===== src/rtl/nn_pkg.sv =====
// Shared types and constants for the perceptron network sequencer.
package nn_pkg;

    typedef enum logic [2:0] {
        IDLE,
        LOAD_PARAM,
        CHECK,
        LOAD_INPUT,
        COMPUTE,
        OUTPUT
    } nn_state_e;

    // Datapath selector encodings
    localparam logic [1:0] SEL_PARAM   = 2'd0;
    localparam logic [1:0] SEL_INPUT   = 2'd1;
    localparam logic [1:0] SEL_COMPUTE = 2'd2;
    localparam logic [1:0] SEL_HOLD    = 2'd3;

    localparam int unsigned N_NEURONS         = 4;
    localparam int unsigned PARAMS_PER_NEURON = 6;
    localparam int unsigned N_PARAMS          = N_NEURONS * PARAMS_PER_NEURON;
    localparam int unsigned N_INPUTS          = N_NEURONS;

endpackage


===== src/rtl/nn_byte_loader.sv =====
// Byte loader: handshake qualification and write-address counter shared by
// the parameter and input load phases. The counter is held at zero whenever
// the owning phase is inactive, so every entry starts from address 0.
module nn_byte_loader #(
    parameter int unsigned N_BYTES = 24,
    parameter int unsigned AW      = 5
) (
    input  logic          clk,
    input  logic          reset,
    input  logic          active,
    input  logic          in_valid,
    input  logic          in_ready,
    output logic          we,
    output logic [AW-1:0] addr,
    output logic          last
);

    localparam logic [AW-1:0] LAST_ADDR = AW'(N_BYTES - 1);

    logic [AW-1:0] cnt;

    assign we   = active & in_valid & in_ready;
    assign addr = cnt;
    assign last = we & (cnt == LAST_ADDR);

    // Advance on each accepted byte; hold on the final byte instead of wrapping
    always_ff @(posedge clk) begin
        if (reset || !active) begin
            cnt <= '0;
        end else if (we && !last) begin
            cnt <= cnt + AW'(1);
        end
    end

endmodule


===== src/rtl/nn_sequencer.sv =====
// Sequencer for the 4-neuron perceptron network: loads 24 parameter bytes
// and 4 input bytes from a valid/ready byte stream, runs N_LAYERS feedback
// passes and presents the result with an output handshake.
// Optional feature: define NN_SEQ_CHECKSUM_EN to require a modulo-256
// checksum byte after the parameter set (CHECK state, sticky error flag).
module nn_sequencer
    import nn_pkg::*;
#(
    parameter int unsigned N_LAYERS      = 2,
    parameter int unsigned SETTLE_CYCLES = 1
) (
    input  logic       clk,
    input  logic       reset,
    input  logic       start,
    input  logic       reload,
    input  logic       in_valid,
    input  logic [7:0] in_data,
    output logic       in_ready,
    output logic [1:0] sel,
    output logic       param_we,
    output logic [4:0] param_addr,
    output logic [7:0] param_wdata,
    output logic       inp_we,
    output logic [1:0] inp_addr,
    output logic [7:0] inp_wdata,
    output logic       layer_capture,
    output logic       out_valid,
    input  logic       out_ready,
    output logic       busy,
    output logic       params_ok,
    output logic       error
);

    localparam logic [3:0] LAYER_LAST  = 4'(N_LAYERS - 1);
    localparam logic [2:0] SETTLE_LAST = 3'(SETTLE_CYCLES - 1);

    nn_state_e  state;
    logic [3:0] lcnt;
    logic [2:0] scnt;
    logic       p_last;
    logic       i_last;

    nn_byte_loader #(
        .N_BYTES (N_PARAMS),
        .AW      (5)
    ) u_param_loader (
        .clk      (clk),
        .reset    (reset),
        .active   (state == LOAD_PARAM),
        .in_valid (in_valid),
        .in_ready (in_ready),
        .we       (param_we),
        .addr     (param_addr),
        .last     (p_last)
    );

    nn_byte_loader #(
        .N_BYTES (N_INPUTS),
        .AW      (2)
    ) u_input_loader (
        .clk      (clk),
        .reset    (reset),
        .active   (state == LOAD_INPUT),
        .in_valid (in_valid),
        .in_ready (in_ready),
        .we       (inp_we),
        .addr     (inp_addr),
        .last     (i_last)
    );

    assign param_wdata   = in_data;
    assign inp_wdata     = in_data;
    assign layer_capture = (state == COMPUTE) && (scnt == SETTLE_LAST);

`ifdef NN_SEQ_CHECKSUM_EN
    logic [7:0] csum;
    logic       err_q;
    assign error = err_q;
`else
    assign error = 1'b0;
`endif

    // Main control FSM; registered outputs are updated together with the state
    always_ff @(posedge clk) begin
        if (reset) begin
            state     <= IDLE;
            sel       <= SEL_HOLD;
            in_ready  <= 1'b0;
            out_valid <= 1'b0;
            busy      <= 1'b0;
            params_ok <= 1'b0;
            lcnt      <= '0;
            scnt      <= '0;
`ifdef NN_SEQ_CHECKSUM_EN
            csum      <= '0;
            err_q     <= 1'b0;
`endif
        end else begin
            case (state)
                IDLE: begin
                    if (start) begin
`ifdef NN_SEQ_CHECKSUM_EN
                        err_q <= 1'b0;
                        csum  <= '0;
`endif
                        busy     <= 1'b1;
                        in_ready <= 1'b1;
                        if (reload || !params_ok) begin
                            state     <= LOAD_PARAM;
                            sel       <= SEL_PARAM;
                            params_ok <= 1'b0;
                        end else begin
                            state <= LOAD_INPUT;
                            sel   <= SEL_INPUT;
                        end
                    end
                end

                LOAD_PARAM: begin
`ifdef NN_SEQ_CHECKSUM_EN
                    if (param_we) begin
                        csum <= csum + in_data;
                    end
                    if (p_last) begin
                        state <= CHECK;
                    end
`else
                    if (p_last) begin
                        state     <= LOAD_INPUT;
                        sel       <= SEL_INPUT;
                        params_ok <= 1'b1;
                    end
`endif
                end

                CHECK: begin
`ifdef NN_SEQ_CHECKSUM_EN
                    if (in_valid && in_ready) begin
                        if (in_data == csum) begin
                            state     <= LOAD_INPUT;
                            sel       <= SEL_INPUT;
                            params_ok <= 1'b1;
                        end else begin
                            state    <= IDLE;
                            sel      <= SEL_HOLD;
                            in_ready <= 1'b0;
                            busy     <= 1'b0;
                            err_q    <= 1'b1;
                        end
                    end
`else
                    state     <= IDLE;
                    sel       <= SEL_HOLD;
                    in_ready  <= 1'b0;
                    out_valid <= 1'b0;
                    busy      <= 1'b0;
`endif
                end

                LOAD_INPUT: begin
                    if (i_last) begin
                        state    <= COMPUTE;
                        sel      <= SEL_COMPUTE;
                        in_ready <= 1'b0;
                        lcnt     <= '0;
                        scnt     <= '0;
                    end
                end

                COMPUTE: begin
                    if (scnt == SETTLE_LAST) begin
                        if (lcnt == LAYER_LAST) begin
                            state     <= OUTPUT;
                            sel       <= SEL_HOLD;
                            out_valid <= 1'b1;
                        end else begin
                            lcnt <= lcnt + 4'd1;
                            scnt <= '0;
                        end
                    end else begin
                        scnt <= scnt + 3'd1;
                    end
                end

                OUTPUT: begin
                    if (out_ready) begin
                        state     <= IDLE;
                        out_valid <= 1'b0;
                        busy      <= 1'b0;
                    end
                end

                default: begin
                    state     <= IDLE;
                    sel       <= SEL_HOLD;
                    in_ready  <= 1'b0;
                    out_valid <= 1'b0;
                    busy      <= 1'b0;
                end
            endcase
        end
    end

endmodule


===== config.mk =====
export PLATFORM = sky130hd
export DESIGN_NAME = nn_sequencer
export DESIGN_NICKNAME = d
export VERILOG_FILES = /design/src/rtl/nn_pkg.sv /design/src/rtl/nn_byte_loader.sv /design/src/rtl/nn_sequencer.sv
export SDC_FILE = /design/constraint.sdc
export NUM_CORES = 1
export LEC_CHECK = 0
export ABC_CLOCK_PERIOD_IN_PS = 2000
export BUFFER_PORTS_ARGS = -buffer_cell sky130_fd_sc_hd__buf_2
export CAP_MARGIN = 15
export CORE_AREA = 2 2 41 80
export DETAILED_ROUTE_END_ITERATION = 6
export DIE_AREA = 0 0 43 82
export PLACE_DENSITY_LB_ADDON = 0.12
export SETUP_SLACK_MARGIN = 0.2
export SLEW_MARGIN = 20
export SYNTH_ARGS = -nofsm -noshare
export SYNTH_HDL_FRONTEND = slang
export SYNTH_SLANG_ARGS = --single-unit

===== constraint.sdc =====
create_clock -name clk -period 2 [get_ports clk]
set_input_delay 0.2 -clock clk [delete_from_list [all_inputs] [get_ports clk]]
set_output_delay 0.2 -clock clk [all_outputs]
set_load 0.02 [all_outputs]

==> reports/results.tsv <==
metric	value	unit
status	finished, final reports clean	
clock-sinks	23	
hold_class	in -> reg	
row_count	28	
mostFrequentLayoutCell	nor2_1	
cts_buffers	3	
synthArstFlopShare	0	%
r2r_start	u_param_loader.addr[0]	
p_per_area	640.7	nW/um^2
h-tree-depth	1	
clk_pin_slew	80	ps
intPower	0.6745	mW
grt-ovfl-total	0	
synth_top_family_by_area	simple AND/OR/NAND/NOR gates	
die-area	3526	sq um
dp_hpwl	2547	microns
crit_path_end_kind	flip-flop	
first_pass_iters	5	
fillCellCount	303	
port_buffers	21	
synthSimpleGateAreaFrac	26.89	%
synthMuxAreaShare	1.439	%
cts_tree	built	
slew_viol_final	0	
fin_skew	4.936	ps
vias	1234	
pwr-share-comb	17.9	%
num-nets-final	201	
path_buf_inv	0	
wl_per_cell	15.14	microns
rrSetupSlack	270	ps
ys_types	42	
r2r_end	state[1]	
synth_fa_ha_area_share	5.396	%
p_sw_share	28.58	%
core	2943	sq um
grt.total_usage	20.28	%
netlist_area	1391	sq um
drc_errors	0	
period_share	86.41	%
grt_max_degree	24	
cp_cell_sequence	ha_1 > nand4b_1 > a2bb2oi_1 > or3_1 > a221oi_1	
synth-seq-cells	23	
setup_tns	0	ps
syn_nets	193	
syn_to_final_growth	5.935	%
wl	3180	microns
fmax	578.6	MHz
hold-path-endpoint	params_ok	
peakVddDrop	0.3785	mV
postRouteAntennaNets	0	
most-common-layout-cells	nor2_1 (25), dfxtp_1 (23), buf_2 (21)	
avgSynthCellArea	8.042	sq um
drive_above_1_share	20.00	%
start_util	47.28	%
vias_per_cell	5.876	
ys_seq_area_share	33.09	%
holdPathStages	4	
syn_inst	173	
worstSetupPathType	reg -> reg	
required	2160	ps
synth-compound-area-share	16.01	%
power.net_switching	0.2699	mW
place_congestion	0.8896	
critPathTopFamily	simple AND/OR/NAND/NOR gates	
yosysWarnings	0	
fp.dieW	43	microns
slew_headroom	66.10	%
arrival	1890	ps
grt_pass1_vias	1238	
seqPwrFrac	51.9	%
setup_viol	0	
drtIter0Drc	24	
clock_path_buffers	2	
insertedDiodeCount	0	
critPathMaxStageDelay	390	ps
synthFlopType	dfxtp_1	
startpoint_type	flip-flop	
worst_pin_slew	500.6	ps
post-route-min-period	1728	ps
crit_slowest_cell	dfxtp_1	
clockPowerShare	30.2	%
grt_pass1_wl	5457	microns
fp.dieH	82	microns
total_power	0.9444	mW
finalHoldViolations	0	
critPathMaxFanout	4	
leakagePower	0.5781	nW
grt_setup_unrepaired	false	
clk-insertion-delay-late	270	ps
io_pins	47	
hp-start	reload	
whs	275.9	ps
reg2reg_depth	5	
antenna_found_initial	0	
drv_cap	0	
synth_xor_area_share	4.406	%
cts-root-buf	clkbuf_8	
synth_edf_count	0	
[final cells by class]
type                    count  area, sq um  area share, %
repair buffers             26        142.6          9.677
clock buffers               3        41.29          2.801
inverters                   6        22.52          1.528
flip-flops and latches     23        460.4          31.24
multi-input cells         121        764.5          51.87
clock inverters             1        5.005         0.3396
well taps                  30        37.54          2.547
[power groups by stage]
stage	logic (mW)	registers, mW	clock network (mW)
2_1_floorplan	0.144	0.517	0
3_3_place_gp	0.167	0.500	0
3_5_place_dp	0.167	0.501	0
4_1_cts	0.168	0.490	0.292
5_1_grt	0.186	0.494	0.309
6_report	0.169	0.490	0.285
[state kept, by name (all words and copies together) (netlist names)]
register	cells
u_input_loader.addr	2
busy	1
u_param_loader.addr	5
sel	2
lcnt	4
scnt	3
in_ready	1
params_ok	1
out_valid	1
state	3
[stage by stage]
stage / instances / setup slack, ps / utilization (%) / area (sq um)
3_5_place_dp: 204 / 158.6 / 47.75 / 1405
3_3_place_gp: 204 / 207.7 / 47.75 / 1405
4_1_cts: 208 / 261.3 / 49.32 / 1451
6_report: 210 / 271.7 / 50.09 / 1474
2_1_floorplan: 173 / 339.2 / - / 1391
5_1_grt: 210 / 202.8 / 50.09 / 1474
[kinds of logic after synthesis]
kind of cell               count (synthesis)
buffers and inverters                     29
xor gates and xnor gates                   7
DFF                                       23
muxes                                      2
and+or+nand+nor                           72
adders and majority gates                  6
other                                      1
AOI/OAI and AO/OA                         33
[layer usage]
| layer | part of all wire (%) | routed length [microns] | global-route usage [%] |
|---|---|---|---|
| met5 | 0 | 0 | 0 |
| met4 | 2.6 | 84 | 9.091 |
| met3 | 4.4 | 140 | 3.297 |
| met2 | 57 | 1820 | 39.70 |
| met1 | 36 | 1134 | 20.05 |
[worst reg2reg max path, delay by kind of cell, from the launching register on]
family	cells	cell delay [ps]
simple gates	2	540
compound gates	2	480
flops	1	390
fa+ha+maj	1	220
[what timing repair did]
action / in CTS / in global routing
setup buffers: 0 / 2
hold buffers: 0 / 0
endpoints found under the setup margin: 2 / 6
gates resized for setup: 1 / 3
[cell usage after synthesis (3+ instances only)]
master,number,area (sq um)
a211oi_1,3,22.52
nand2b_1,5,31.28
nand2_1,7,26.28
buf_4,17,127.6
inv_1,6,22.52
dfxtp_1,23,460.4
nand3_1,9,45.04
a21oi_1,9,45.04
o21ai_0,6,30.03
nor3_1,5,25.02
xnor2_1,5,43.79
clkbuf_1,5,18.77
nor2b_1,4,25.02
nor2_1,25,93.84
ha_1,6,75.07
nand4_1,4,25.02
[worst max-delay path by stage]
stage / from / endpoint / slack [ps] / depth (start not counted)
after detailed placement: u_param_loader.addr[0] / sel[0] / 160 / 5
after global routing: u_param_loader.addr[0] / state[1] / 200 / 5
after floorplan: state[0] / lcnt[3] / 340 / 5
after global placement: u_param_loader.addr[0] / sel[0] / 210 / 5
final: u_param_loader.addr[0] / state[1] / 270 / 5
after CTS: u_param_loader.addr[0] / state[1] / 260 / 5
No activity file was read; power rests on OpenSTA's default activity.
